==> src/rtl/smg_scan_pkg.sv <==
// Shared definitions for the 4-digit seven-segment scanner.
//  - state_t      : per-slot scan state (dead time / digit lit)
//  - SMG_OFF      : all anodes and segments off (active-low pins)
//  - HEX7_*       : a few active-high segment patterns, {g,f,e,d,c,b,a}
//  - digit_anode  : active-low one-hot anode pattern for a digit index
package smg_scan_pkg;

    typedef enum logic {
        S_BLANK = 1'b0,
        S_SHOW  = 1'b1
    } state_t;

    localparam logic [11:0] SMG_OFF = 12'hFFF;

    localparam logic [6:0] HEX7_0 = 7'h3F;
    localparam logic [6:0] HEX7_3 = 7'h4F;
    localparam logic [6:0] HEX7_4 = 7'h66;
    localparam logic [6:0] HEX7_5 = 7'h6D;

    // Active-low anode pattern that lights only digit idx.
    function automatic logic [3:0] digit_anode(input logic [1:0] idx);
        return ~(4'b0001 << idx);
    endfunction

endpackage

==> src/rtl/smg_scan_hex_decode.sv <==
// Hex nibble to seven-segment decoder, purely combinational.
//  digit : 4-bit hex value
//  seg7  : active-high segments {g,f,e,d,c,b,a}
module smg_hex_decode
    import smg_scan_pkg::*;
(
    input  logic [3:0] digit,
    output logic [6:0] seg7
);

    // Standard 0-F segment table.
    always_comb begin
        seg7 = 7'h00;
        case (digit)
            4'h0:    seg7 = HEX7_0;
            4'h1:    seg7 = 7'h06;
            4'h2:    seg7 = 7'h5B;
            4'h3:    seg7 = HEX7_3;
            4'h4:    seg7 = HEX7_4;
            4'h5:    seg7 = HEX7_5;
            4'h6:    seg7 = 7'h7D;
            4'h7:    seg7 = 7'h07;
            4'h8:    seg7 = 7'h7F;
            4'h9:    seg7 = 7'h6F;
            4'hA:    seg7 = 7'h77;
            4'hB:    seg7 = 7'h7C;
            4'hC:    seg7 = 7'h39;
            4'hD:    seg7 = 7'h5E;
            4'hE:    seg7 = 7'h79;
            4'hF:    seg7 = 7'h71;
            default: seg7 = 7'h00;
        endcase
    end

endmodule

==> src/rtl/smg_scan.sv <==
// Time-multiplexed driver for a 4-digit, 8-segment display.
// Each digit slot is BLANK_CYC dead-time cycles followed by SCAN_DIV lit
// cycles. New values are written into a pending register and only copied to
// the displayed (shadow) register at a frame boundary, so a frame never tears.
//  clk, reset   : clock, asynchronous active-low reset
//  en           : scan enable (0 = dark, scan parked at digit0 BLANK)
//  lzb          : leading-zero blanking enable
//  wr_en        : strobe capturing wr_data / wr_mask / wr_dp
//  smg          : {an[3:0], seg[7:0]} active-low, registered
//  upd_pending  : a write is waiting for the next frame boundary
//  frame_done   : pulse on the last lit cycle of digit3
module smg_scan
    import smg_scan_pkg::*;
#(
    parameter int SCAN_DIV  = 50000,
    parameter int BLANK_CYC = 500,
    parameter int CNT_W     = 16
) (
    input  logic        clk,
    input  logic        reset,
    input  logic        en,
    input  logic        lzb,
    input  logic        wr_en,
    input  logic [15:0] wr_data,
    input  logic [3:0]  wr_mask,
    input  logic [3:0]  wr_dp,
    output logic [11:0] smg,
    output logic        upd_pending,
    output logic        frame_done
);

    localparam logic [CNT_W-1:0] LAST_SHOW  = CNT_W'(SCAN_DIV - 1);
    localparam logic [CNT_W-1:0] LAST_BLANK = CNT_W'((BLANK_CYC > 0) ? (BLANK_CYC - 1) : 0);
    localparam logic [CNT_W-1:0] CNT_ONE    = CNT_W'(1);

    state_t           state_r, state_n;
    logic [1:0]       idx_r, idx_n;
    logic [CNT_W-1:0] cnt_r, cnt_n;

    logic [15:0] pend_value_r, shadow_value_r;
    logic [3:0]  pend_mask_r, shadow_mask_r;
    logic [3:0]  pend_dp_r, shadow_dp_r;
    logic        upd_pending_r;
    logic        frame_done_r;
    logic [11:0] smg_r, smg_n;

    logic        commit_s;
    logic [3:0]  digit_nib_s;
    logic [6:0]  seg7_s;
    logic [3:0]  lzb_blank_s;
    logic        digit_on_s;
    logic [3:0]  an_s;

    smg_hex_decode u_hex_decode (
        .digit (digit_nib_s),
        .seg7  (seg7_s)
    );

    // Slot sequencing: next state, digit index and slot counter.
    always_comb begin
        state_n = state_r;
        idx_n   = idx_r;
        cnt_n   = cnt_r + CNT_ONE;
        if (!en) begin
            state_n = S_BLANK;
            idx_n   = 2'd0;
            cnt_n   = {CNT_W{1'b0}};
        end else begin
            case (state_r)
                S_BLANK: begin
                    if (cnt_r == LAST_BLANK) begin
                        state_n = S_SHOW;
                        cnt_n   = {CNT_W{1'b0}};
                    end else begin
                        state_n = S_BLANK;
                    end
                end
                S_SHOW: begin
                    if (cnt_r == LAST_SHOW) begin
                        idx_n   = idx_r + 2'd1;
                        cnt_n   = {CNT_W{1'b0}};
                        state_n = (BLANK_CYC == 0) ? S_SHOW : S_BLANK;
                    end else begin
                        state_n = S_SHOW;
                    end
                end
                default: begin
                    state_n = S_BLANK;
                    idx_n   = 2'd0;
                    cnt_n   = {CNT_W{1'b0}};
                end
            endcase
        end
    end

    // Commit at the frame boundary, or whenever the scan is parked.
    // frame_done_r is high exactly while the state is the last lit cycle of digit3.
    assign commit_s = (upd_pending_r || wr_en) && (frame_done_r || !en);

    // Leading-zero blanking from the displayed value; digit0 is never blanked.
    always_comb begin
        lzb_blank_s    = 4'b0000;
        lzb_blank_s[1] = lzb && (shadow_value_r[15:4]  == 12'h000);
        lzb_blank_s[2] = lzb && (shadow_value_r[15:8]  == 8'h00);
        lzb_blank_s[3] = lzb && (shadow_value_r[15:12] == 4'h0);
    end

    // Select the current digit's nibble and build the next display word.
    always_comb begin
        digit_nib_s = 4'h0;
        case (idx_r)
            2'd0:    digit_nib_s = shadow_value_r[3:0];
            2'd1:    digit_nib_s = shadow_value_r[7:4];
            2'd2:    digit_nib_s = shadow_value_r[11:8];
            2'd3:    digit_nib_s = shadow_value_r[15:12];
            default: digit_nib_s = 4'h0;
        endcase
        digit_on_s = shadow_mask_r[idx_r] && !lzb_blank_s[idx_r];
        if (digit_on_s) begin
            an_s = digit_anode(idx_r);
        end else begin
            an_s = 4'hF;
        end
        if (en && (state_r == S_SHOW)) begin
            smg_n = {an_s, ~{shadow_dp_r[idx_r], seg7_s}};
        end else begin
            smg_n = SMG_OFF;
        end
    end

    // Scan state, counter, registered outputs.
    always_ff @(posedge clk or negedge reset) begin
        if (!reset) begin
            state_r      <= S_BLANK;
            idx_r        <= 2'd0;
            cnt_r        <= {CNT_W{1'b0}};
            smg_r        <= SMG_OFF;
            frame_done_r <= 1'b0;
        end else begin
            state_r      <= state_n;
            idx_r        <= idx_n;
            cnt_r        <= cnt_n;
            smg_r        <= smg_n;
            frame_done_r <= (state_n == S_SHOW) && (idx_n == 2'd3) && (cnt_n == LAST_SHOW);
        end
    end

    // Pending/shadow registers; a write coinciding with commit bypasses pending.
    always_ff @(posedge clk or negedge reset) begin
        if (!reset) begin
            pend_value_r   <= 16'h0000;
            pend_mask_r    <= 4'h0;
            pend_dp_r      <= 4'h0;
            shadow_value_r <= 16'h0000;
            shadow_mask_r  <= 4'h0;
            shadow_dp_r    <= 4'h0;
            upd_pending_r  <= 1'b0;
        end else begin
            if (wr_en) begin
                pend_value_r <= wr_data;
                pend_mask_r  <= wr_mask;
                pend_dp_r    <= wr_dp;
            end else begin
                pend_value_r <= pend_value_r;
                pend_mask_r  <= pend_mask_r;
                pend_dp_r    <= pend_dp_r;
            end
            if (commit_s) begin
                shadow_value_r <= wr_en ? wr_data : pend_value_r;
                shadow_mask_r  <= wr_en ? wr_mask : pend_mask_r;
                shadow_dp_r    <= wr_en ? wr_dp   : pend_dp_r;
                upd_pending_r  <= 1'b0;
            end else begin
                upd_pending_r  <= upd_pending_r || wr_en;
            end
        end
    end

    assign smg         = smg_r;
    assign upd_pending = upd_pending_r;
    assign frame_done  = frame_done_r;

endmodule
==> config.mk <==
export PLATFORM = sky130hd
export DESIGN_NAME = smg_scan
export DESIGN_NICKNAME = d
export VERILOG_FILES = /design/src/rtl/smg_scan_pkg.sv /design/src/rtl/smg_scan_hex_decode.sv /design/src/rtl/smg_scan.sv
export SDC_FILE = /design/constraint.sdc
export NUM_CORES = 1
export LEC_CHECK = 0
export ABC_AREA = 1
export CORE_MARGIN = 2
export CORE_UTILIZATION = 45
export DETAILED_ROUTE_END_ITERATION = 12
export GPL_ROUTABILITY_DRIVEN = 0
export GPL_TIMING_DRIVEN = 0
export PLACE_DENSITY_LB_ADDON = 0.3
export SLEW_MARGIN = 20
export SYNTH_ARGS = -nofsm -noshare
export SYNTH_HDL_FRONTEND = slang
export SYNTH_SLANG_ARGS = --single-unit
==> constraint.sdc <==
create_clock -name clk -period 2.2 [get_ports clk]
set_input_delay 0.44 -clock clk [delete_from_list [all_inputs] [get_ports clk]]
set_output_delay 0.44 -clock clk [all_outputs]
set_load 0.01 [all_outputs]
==> results of run 1 <==
==> flip-flops by register name, summed over array words and instances (netlist names) <==
signal,count
cnt_r,16
frame_done,1
idx_r,2
pend_dp_r,4
pend_mask_r,4
pend_value_r,16
shadow_dp_r,4
shadow_mask_r,4
shadow_value_r,16
smg,12
state_r,1
upd_pending,1
==> worst register-to-register path, cell delays in order, from the launching register on <==
cell	delay, ns
sky130_fd_sc_hd__dfrtp_2	0.43
sky130_fd_sc_hd__buf_4	0.17
sky130_fd_sc_hd__ha_1	0.22
sky130_fd_sc_hd__inv_2	0.08
sky130_fd_sc_hd__o22ai_1	0.12
sky130_fd_sc_hd__o22ai_4	0.23
sky130_fd_sc_hd__inv_2	0.09
sky130_fd_sc_hd__ha_1	0.22
sky130_fd_sc_hd__or2_2	0.33
sky130_fd_sc_hd__o211ai_1	0.10
sky130_fd_sc_hd__nand2_1	0.07
==> metrics by stage <==
| step | instance area (um^2) | TNS, ns | hold slack [ns] | instances |
|---|---|---|---|---|
| 2_1_floorplan | 3953 | 0 | 0.1444 | 489 |
| 3_3_place_gp | 4488 | -157.40 | 0.4495 | 637 |
| 3_5_place_dp | 4513 | -0.8448 | 0.3910 | 638 |
| 4_1_cts | 4755 | 0 | 0.3988 | 658 |
| 5_1_grt | 4773 | -0.03356 | 0.4431 | 660 |
| 6_report | 4773 | 0 | 0.4261 | 660 |
==> layer usage <==
layer  global-route usage (%)  up-vias  wire [um]  share of wire [%]
met5                        0        -          0                  0
li1                         -     1694          -                  -
met4                    8.333        0        283                3.2
met3                    4.820       25        445                5.0
met1                    26.66     1567       3907                 44
met2                    32.73      101       4288                 48
==> layout make-up <==
cell class                 count  area, um^2  share of cell area [%]
multi-input combinational    346        1678                   35.15
clock buffer                   9       123.9                   2.595
timing repair buffer          47       473.0                   9.908
sequential                    81        2043                   42.80
inverter                      51       197.7                   4.142
tap                          108       135.1                   2.831
buffer                        11       52.55                   1.101
clock inverter                 7       70.07                   1.468
==> how the worst min path moves through the flow <==
stage / from / endpoint / slack [ns] / depth (start not counted)
CTS: en / idx_r[0] / 0.40 / 3
floorplan: reset / cnt_r[0] / 0.14 / 0
global route: en / idx_r[0] / 0.44 / 3
finish: en / idx_r[0] / 0.43 / 3
global placement: pend_mask_r[1] / pend_mask_r[1] / 0.45 / 2
detailed placement: reset / pend_value_r[11] / 0.39 / 1
==> power groups by stage <==
stage	Combinational, mW	Clock (mW)	Sequential (mW)
after global routing	0.496	1.16	1.66
after floorplan	0.258	0	1.66
final	0.433	1.08	1.65
after detailed placement	0.420	0	1.68
after global placement	0.398	0	1.68
after CTS	0.425	1.11	1.65
==> synth_stat cells, types with 3 or more instances <==
cell type                  count  area, um^2
sky130_fd_sc_hd__nor2_2        5       31.28
sky130_fd_sc_hd__nand2_1     157       589.3
sky130_fd_sc_hd__clkbuf_1      6       22.52
sky130_fd_sc_hd__o22ai_1       5       31.28
sky130_fd_sc_hd__nand3_1      36       180.2
sky130_fd_sc_hd__dfstp_2      12       315.3
sky130_fd_sc_hd__nor2_1       52       195.2
sky130_fd_sc_hd__dfrtp_1      69        1727
sky130_fd_sc_hd__nand2_2       3       18.77
sky130_fd_sc_hd__a21oi_1      11       55.05
sky130_fd_sc_hd__buf_2         3       15.01
sky130_fd_sc_hd__a31oi_1      10       62.56
sky130_fd_sc_hd__o211ai_1      3       22.52
sky130_fd_sc_hd__ha_1         12       150.1
sky130_fd_sc_hd__nand4_1       8       50.05
sky130_fd_sc_hd__inv_1        48       180.2
sky130_fd_sc_hd__o21ai_0      29       145.1
==> kinds of logic (layout without fill, tap and decap cells) <==
kind of cell	after synthesis	after routing
and+or+nand+nor	271	271
DFF	81	81
AOI/OAI and AO/OA	62	62
buffers and inverters	62	125
adders and majority gates	12	12
xor gates and xnor gates	1	1
==> layout by cell type, fill, tap and decap left out, types with 2 or more instances in the layout <==
master                            Yosys  final
sky130_fd_sc_hd__inv_1               48     45
sky130_fd_sc_hd__nand4_1              8      8
sky130_fd_sc_hd__inv_2                2      3
sky130_fd_sc_hd__clkinvlp_4           0      2
sky130_fd_sc_hd__o22ai_1              5      4
sky130_fd_sc_hd__dfrtp_1             69     68
sky130_fd_sc_hd__a31oi_1             10     10
sky130_fd_sc_hd__clkdlybuf4s50_1      0     39
sky130_fd_sc_hd__o22ai_2              2      2
sky130_fd_sc_hd__nor3_1               2      2
sky130_fd_sc_hd__nand3_2              2      2
sky130_fd_sc_hd__nand2_1            157    157
sky130_fd_sc_hd__a21oi_1             11     11
sky130_fd_sc_hd__buf_2                3      3
sky130_fd_sc_hd__buf_4                2      8
sky130_fd_sc_hd__nand2_2              3      3
sky130_fd_sc_hd__nand3_1             36     36
sky130_fd_sc_hd__o211ai_1             3      3
sky130_fd_sc_hd__clkinv_2             0      3
sky130_fd_sc_hd__clkbuf_8             0      9
sky130_fd_sc_hd__dfstp_2             12     12
sky130_fd_sc_hd__nor2_1              52     52
sky130_fd_sc_hd__o21ai_0             29     28
sky130_fd_sc_hd__ha_1                12     12
sky130_fd_sc_hd__nor2_2               5      5
sky130_fd_sc_hd__clkbuf_1             6      6
==> repair_timing <==
item / 4_1_cts / 5_1_grt
gates resized for setup: 4 / 4
hold buffers: 1 / 0
setup buffers: 3 / 2
endpoints found under the hold margin: 9 / 0
pin swaps: 0 / 1
endpoints found under the setup margin: 6 / 6
==> flow_summary.toml, run 1 <==
[final_layout]
post-route-util_pct = 55.55
num-nets-final = 588
antennaDiodeCount = 0
drive_above_1_share_pct = 11.59
final.fill_count = 809
area_growth_syn_to_layout_pct = 20.96

[critical_path]
element_type_at_the_critical_path_end = "register"
cells_along_the_critical_path = "buf_4 > ha_1 > inv_2 > o22ai_1 > o22ai_4 > inv_2 > ha_1 > or2_2 > o211ai_1 > nand2_1"
critPathLaunch = "idx_r[0]"
timing.reg2reg.worst_path_depth = 10
worst-endpoint-arrival_ns = 2.42
timing.reg2reg.setup_slack_ns = 0.07
cpPeakStageDelay_ns = 0.43
worstReg2RegEnd = "smg[6]"
worstSetupPathType = "register to register"
critical_path_cell_count = 10
critical_path.n_buffers_inverters = 3
worst_setup_path_start_kind = "register"
timing.critical_path.slowest_stage_cell = "sky130_fd_sc_hd__dfrtp_2"
reg2reg_from = "idx_r[0]"
critical_path.top_delay_family = "compound AO/OA/AOI/OAI gates"
worstSetupEndpoint = "smg[6]"
highest_net_fanout_along_the_worst_path = 8
cp.required_ns = 2.49

[power_and_ir_drop]
clockPowerShare_pct = 34.2
power.leakage_nw = 2.185
share_comb_of_total_power_pct = 13.7
switching_power_mw = 0.8726
total_power_after_layout_mw = 3.168
internal_power_mw = 2.295
share_seq_of_total_power_pct = 52.2
power.ir.vdd_worst_mv = 0.3055
power_per_cell_area_mw_per_mm2 = 663.6
power.switching_fraction_pct = 27.55

[sta]
layout_setup_ws_ns = 0.06918
timing.final.crit_share_pct = 96.86
final_max_slew_viol_count = 0
worst_max_slew_pin_slew_ns = 0.5787
report.final.hold_viol_count = 0
number_of_failing_setup_endpoints_in_the_final_timing_report = 0
final_skew_ns = 0.01335
post-route-min-period_ns = 2.131
max-slew-margin-rel_pct = 61.42
maxClockFrequency_ghz = 0.4693

[synth]
ys_types = 32
postSynthNetCount = 530
synth_mux_area_share_pct = 0
synth_enable_flop_cells = 0
synthSimpleGateAreaFrac_pct = 28.95
postSynth.topFlopCell = "sky130_fd_sc_hd__dfrtp_1"
synth.yosys.seq_area_share_pct = 51.74
yosys.area_share.adder_pct = 3.805
synth-seq-cells = 81
ys_warn_count = 0
dominant_combinational_cell_family_by_area_after_synthesis = "simple AND/OR/NAND/NOR gates"
synth-async-reset-ratio_pct = 100.0
synthesis.area_per_instance_um2 = 8.070
synth_area_mm2 = 0.003946
post_synth_inst_count = 489
share_of_the_synthesized_area_in_compound_gates_ao_oa_aoi_oai_pct = 9.100
synth_xor_xnor_area_share_pct = 0.2219

[clock_network]
cts_tree = "done"
cts_buffer_depth = 2
ctsHtreeMaxLevel = 3
cts.clk_slew.worst_paths_ns = 0.08
numCtsBuffers = 9
clkLatencyLatePin_ns = 0.36
cts_sinks = 81
clk_root_buffer_cell = "sky130_fd_sc_hd__clkbuf_8"

[die]
die_y_um = 97.65
die-area_mm2 = 0.009535
io_pins = 43
rows = 34
floorplan.die.width_um = 97.65
starting_density_pct = 45.92
core_mm2 = 0.008593

[detailed_routing]
drt_wl_total_mm = 8.924
route.detailed.drc = 0
num_vias = 3387
first_iter_violations = 152
detail_route.wl_per_cell_um = 13.52
residual_antenna_violating_net_count_after_detailed_routing = 0
drt_first_pass_iters = 4
routed_via_density = 5.132

[place]
placement.io_buffers = 40
dp.final_hpwl_mm = 6.531
preCtsSetupSlack_ns = -0.2534

[flow_run]
maxCapViolCount = 0

[global_route]
grt_pass1_vias = 3400
globalRouteOverflowTotal = 0
global_routing_usage_summed_across_all_routing_layers_pct = 20.38
global_route_wire_length_before_repair_mm = 15.62
antenna_violations_before_repair = 0
grt_start_max_net_pins = 54

[min_path]
hold_class = "input port to register"

[run_status]
status = "completed"
(Power assumes the default switching activity.)
==> run 2, diff against run 1 <==
- PLACE_DENSITY: not set -> 0.64
- PLACE_DENSITY_LB_ADDON: 0.3 -> not set
- RECOVER_POWER: not set -> 100
==> run 2 against run 1 <==
Compared with the run above:
- the run now ends with max-capacitance violations, max-slew violations left
- non-clock buffer count decreased by 3
- fmax rose by 2.0%
- highest routed layer unchanged
- via count shrank 2.1%
- clock power rose by 8%
- combinational power fell by 2%
- setup slack gained 0.042 ns
- die area stayed put
- first-iteration DRC count fell by 3.3%
- register-to-register slack gained 0.04 ns
- wire length increased by 0.16%
- core utilization shrank 0.38 points
- clock skew is 0.0026 ns lower
==> flow_summary.toml, run 2 (synthesized netlist as in run 1, its figures left out) <==
[critical_path]
timing.reg2reg.setup_slack_ns = 0.11
timing.critical_path.slowest_stage_cell = "sky130_fd_sc_hd__dfrtp_2"
reg2reg_from = "idx_r[0]"
cp.required_ns = 2.49
cpPeakStageDelay_ns = 0.47
worstSetupPathType = "register to register"
element_type_at_the_critical_path_end = "register"
cells_along_the_critical_path = "inv_4 > ha_1 > inv_1 > o22ai_1 > inv_1 > a31oi_2 > ha_1 > nand2_1 > o21ai_0 > nand2_1 > nand3_1"
worstReg2RegEnd = "smg[3]"
worst-endpoint-arrival_ns = 2.38
worst_setup_path_start_kind = "register"
critPathLaunch = "idx_r[0]"
timing.reg2reg.worst_path_depth = 11
highest_net_fanout_along_the_worst_path = 10

[clock_network]
ctsHtreeMaxLevel = 3
clk_root_buffer_cell = "sky130_fd_sc_hd__clkbuf_8"
cts_sinks = 81
cts_tree = "done"
postCtsHoldBufs = 0
cts_buffer_depth = 2
clkLatencyLatePin_ns = 0.36
numCtsBuffers = 9
cts.clk_slew.worst_paths_ns = 0.09

[flow_run]
maxCapViolCount = 1

[global_route]
global_route_wire_length_before_repair_mm = 15.30
grt_start_max_net_pins = 52
globalRouteOverflowTotal = 0
global_routing_usage_summed_across_all_routing_layers_pct = 19.98
antenna_violations_before_repair = 0
grt_pass1_vias = 3225

[die]
die-area_mm2 = 0.009535
starting_density_pct = 45.92
rows = 34
floorplan.die.width_um = 97.65
core_mm2 = 0.008593
die_y_um = 97.65
io_pins = 43

[sta]
final_skew_ns = 0.01075
number_of_failing_setup_endpoints_in_the_final_timing_report = 0
max-slew-margin-rel_pct = -10.93
whs_ns = 0.4358
post-route-min-period_ns = 2.089
maxClockFrequency_ghz = 0.4787
setup_total_negative_slack_ns = 0
worst_max_slew_pin_slew_ns = 1.664
final_max_slew_viol_count = 31
timing.final.crit_share_pct = 94.95
report.final.hold_viol_count = 0

[min_path]
hold_class = "input port to register"
hold_path.startpoint = "wr_en"
holdPathStages = 3
min_delay_worst_endpoint = "pend_value_r[11]"

[final_layout]
final.fill_count = 810
final-seq-area_mm2 = 0.002044
top_registers = "cnt_r: 16 flops, pend_value_r: 16 flops, shadow_value_r: 16 flops"
highest_count_cells_in_the_layout_ignoring_fill_and_taps = "sky130_fd_sc_hd__nand2_1, sky130_fd_sc_hd__dfrtp_1, sky130_fd_sc_hd__nor2_1"
num-nets-final = 585
multiInputGateArea_mm2 = 0.001662
antennaDiodeCount = 0
mostFrequentLayoutCell = "sky130_fd_sc_hd__nand2_1"
drive_above_1_share_pct = 9.290
area_growth_syn_to_layout_pct = 20.13

[detailed_routing]
num_vias = 3315
detail_route.wl_per_cell_um = 13.60
route.detailed.drc = 0
residual_antenna_violating_net_count_after_detailed_routing = 0
routed_via_density = 5.046
first_iter_violations = 147
drt_first_pass_iters = 5
drt_wl_total_mm = 8.938

[run_status]
status = "complete, but fails checks"
violations = "max-capacitance violations, max-slew violations"

[place]
placement.io_buffers = 40
dp.final_hpwl_mm = 6.553

[power_and_ir_drop]
power.leakage_nw = 2.131
power.ir.vdd_worst_mv = 0.3381
power_per_cell_area_mw_per_mm2 = 684.1
## run 2: cell type report
| class | count | share of cell area [%] |
|---|---|---|
| Sequential cell | 81 | 43.12 |
| Multi-Input combinational cell | 346 | 35.05 |
| Timing Repair Buffer | 44 | 9.369 |
| Inverter | 51 | 4.144 |
| Clock buffer | 13 | 3.563 |
| Tap cell | 108 | 2.850 |
| Clock inverter | 3 | 0.9765 |
| Buffer | 11 | 0.9237 |
## run 2: where the power goes
group          leakage (nW)  internal, mW  switching [mW]
clock                 0.106         0.623           0.544
combinational          1.03         0.164           0.261
sequential            0.995          1.60          0.0520
total                  2.13          2.39           0.857
## run 2: repair_timing
| item | CTS | global route |
|---|---|---|
| gates cloned | 0 | 0 |
| setup buffers | 0 | 3 |
| pin swaps | 0 | 1 |
| resized for setup | 4 | 6 |
| setup endpoints to repair | 7 | 5 |
## run 2: worst max path at each step
stage	end	slack [ns]	cells past startpoint
detailed placement	smg[6]	-0.19	10
global placement	shadow_dp_r[3]	-2.13	1
floorplan	smg[6]	0.11	10
finish	smg[3]	0.11	11
global route	smg[6]	-0.01	10
CTS	smg[6]	0.004	10
## run 2: worst max-delay path, delay by kind of cell (launching register included)
family,cells,cell delay [ns]
compound gates,3,0.54
flops,1,0.47
fa+ha+maj,2,0.42
buf+inv,3,0.31
simple gates,3,0.27
## run 2: stage by stage
step	utilization, %	setup WS, ns	cell area [um^2]	power [mW]	std cells
after floorplan	-	0.1090	3953	1.922	489
after global placement	52.23	-2.126	4488	2.079	637
after detailed placement	52.52	-0.1944	4513	2.096	638
after CTS	55.13	0.003858	4737	3.262	654
after global routing	55.17	-0.01363	4741	3.410	657
final	55.17	0.1110	4741	3.243	657
## run 2: routing by layer
metal / vias to the layer above / GRT usage [%] / wire [um]
met1: 1524 / 26.30 / 4099
li1: 1688 / - / -
met3: 18 / 4.532 / 352
met2: 85 / 32.25 / 4257
met4: 0 / 7.692 / 229
met5: - / 0 / 0
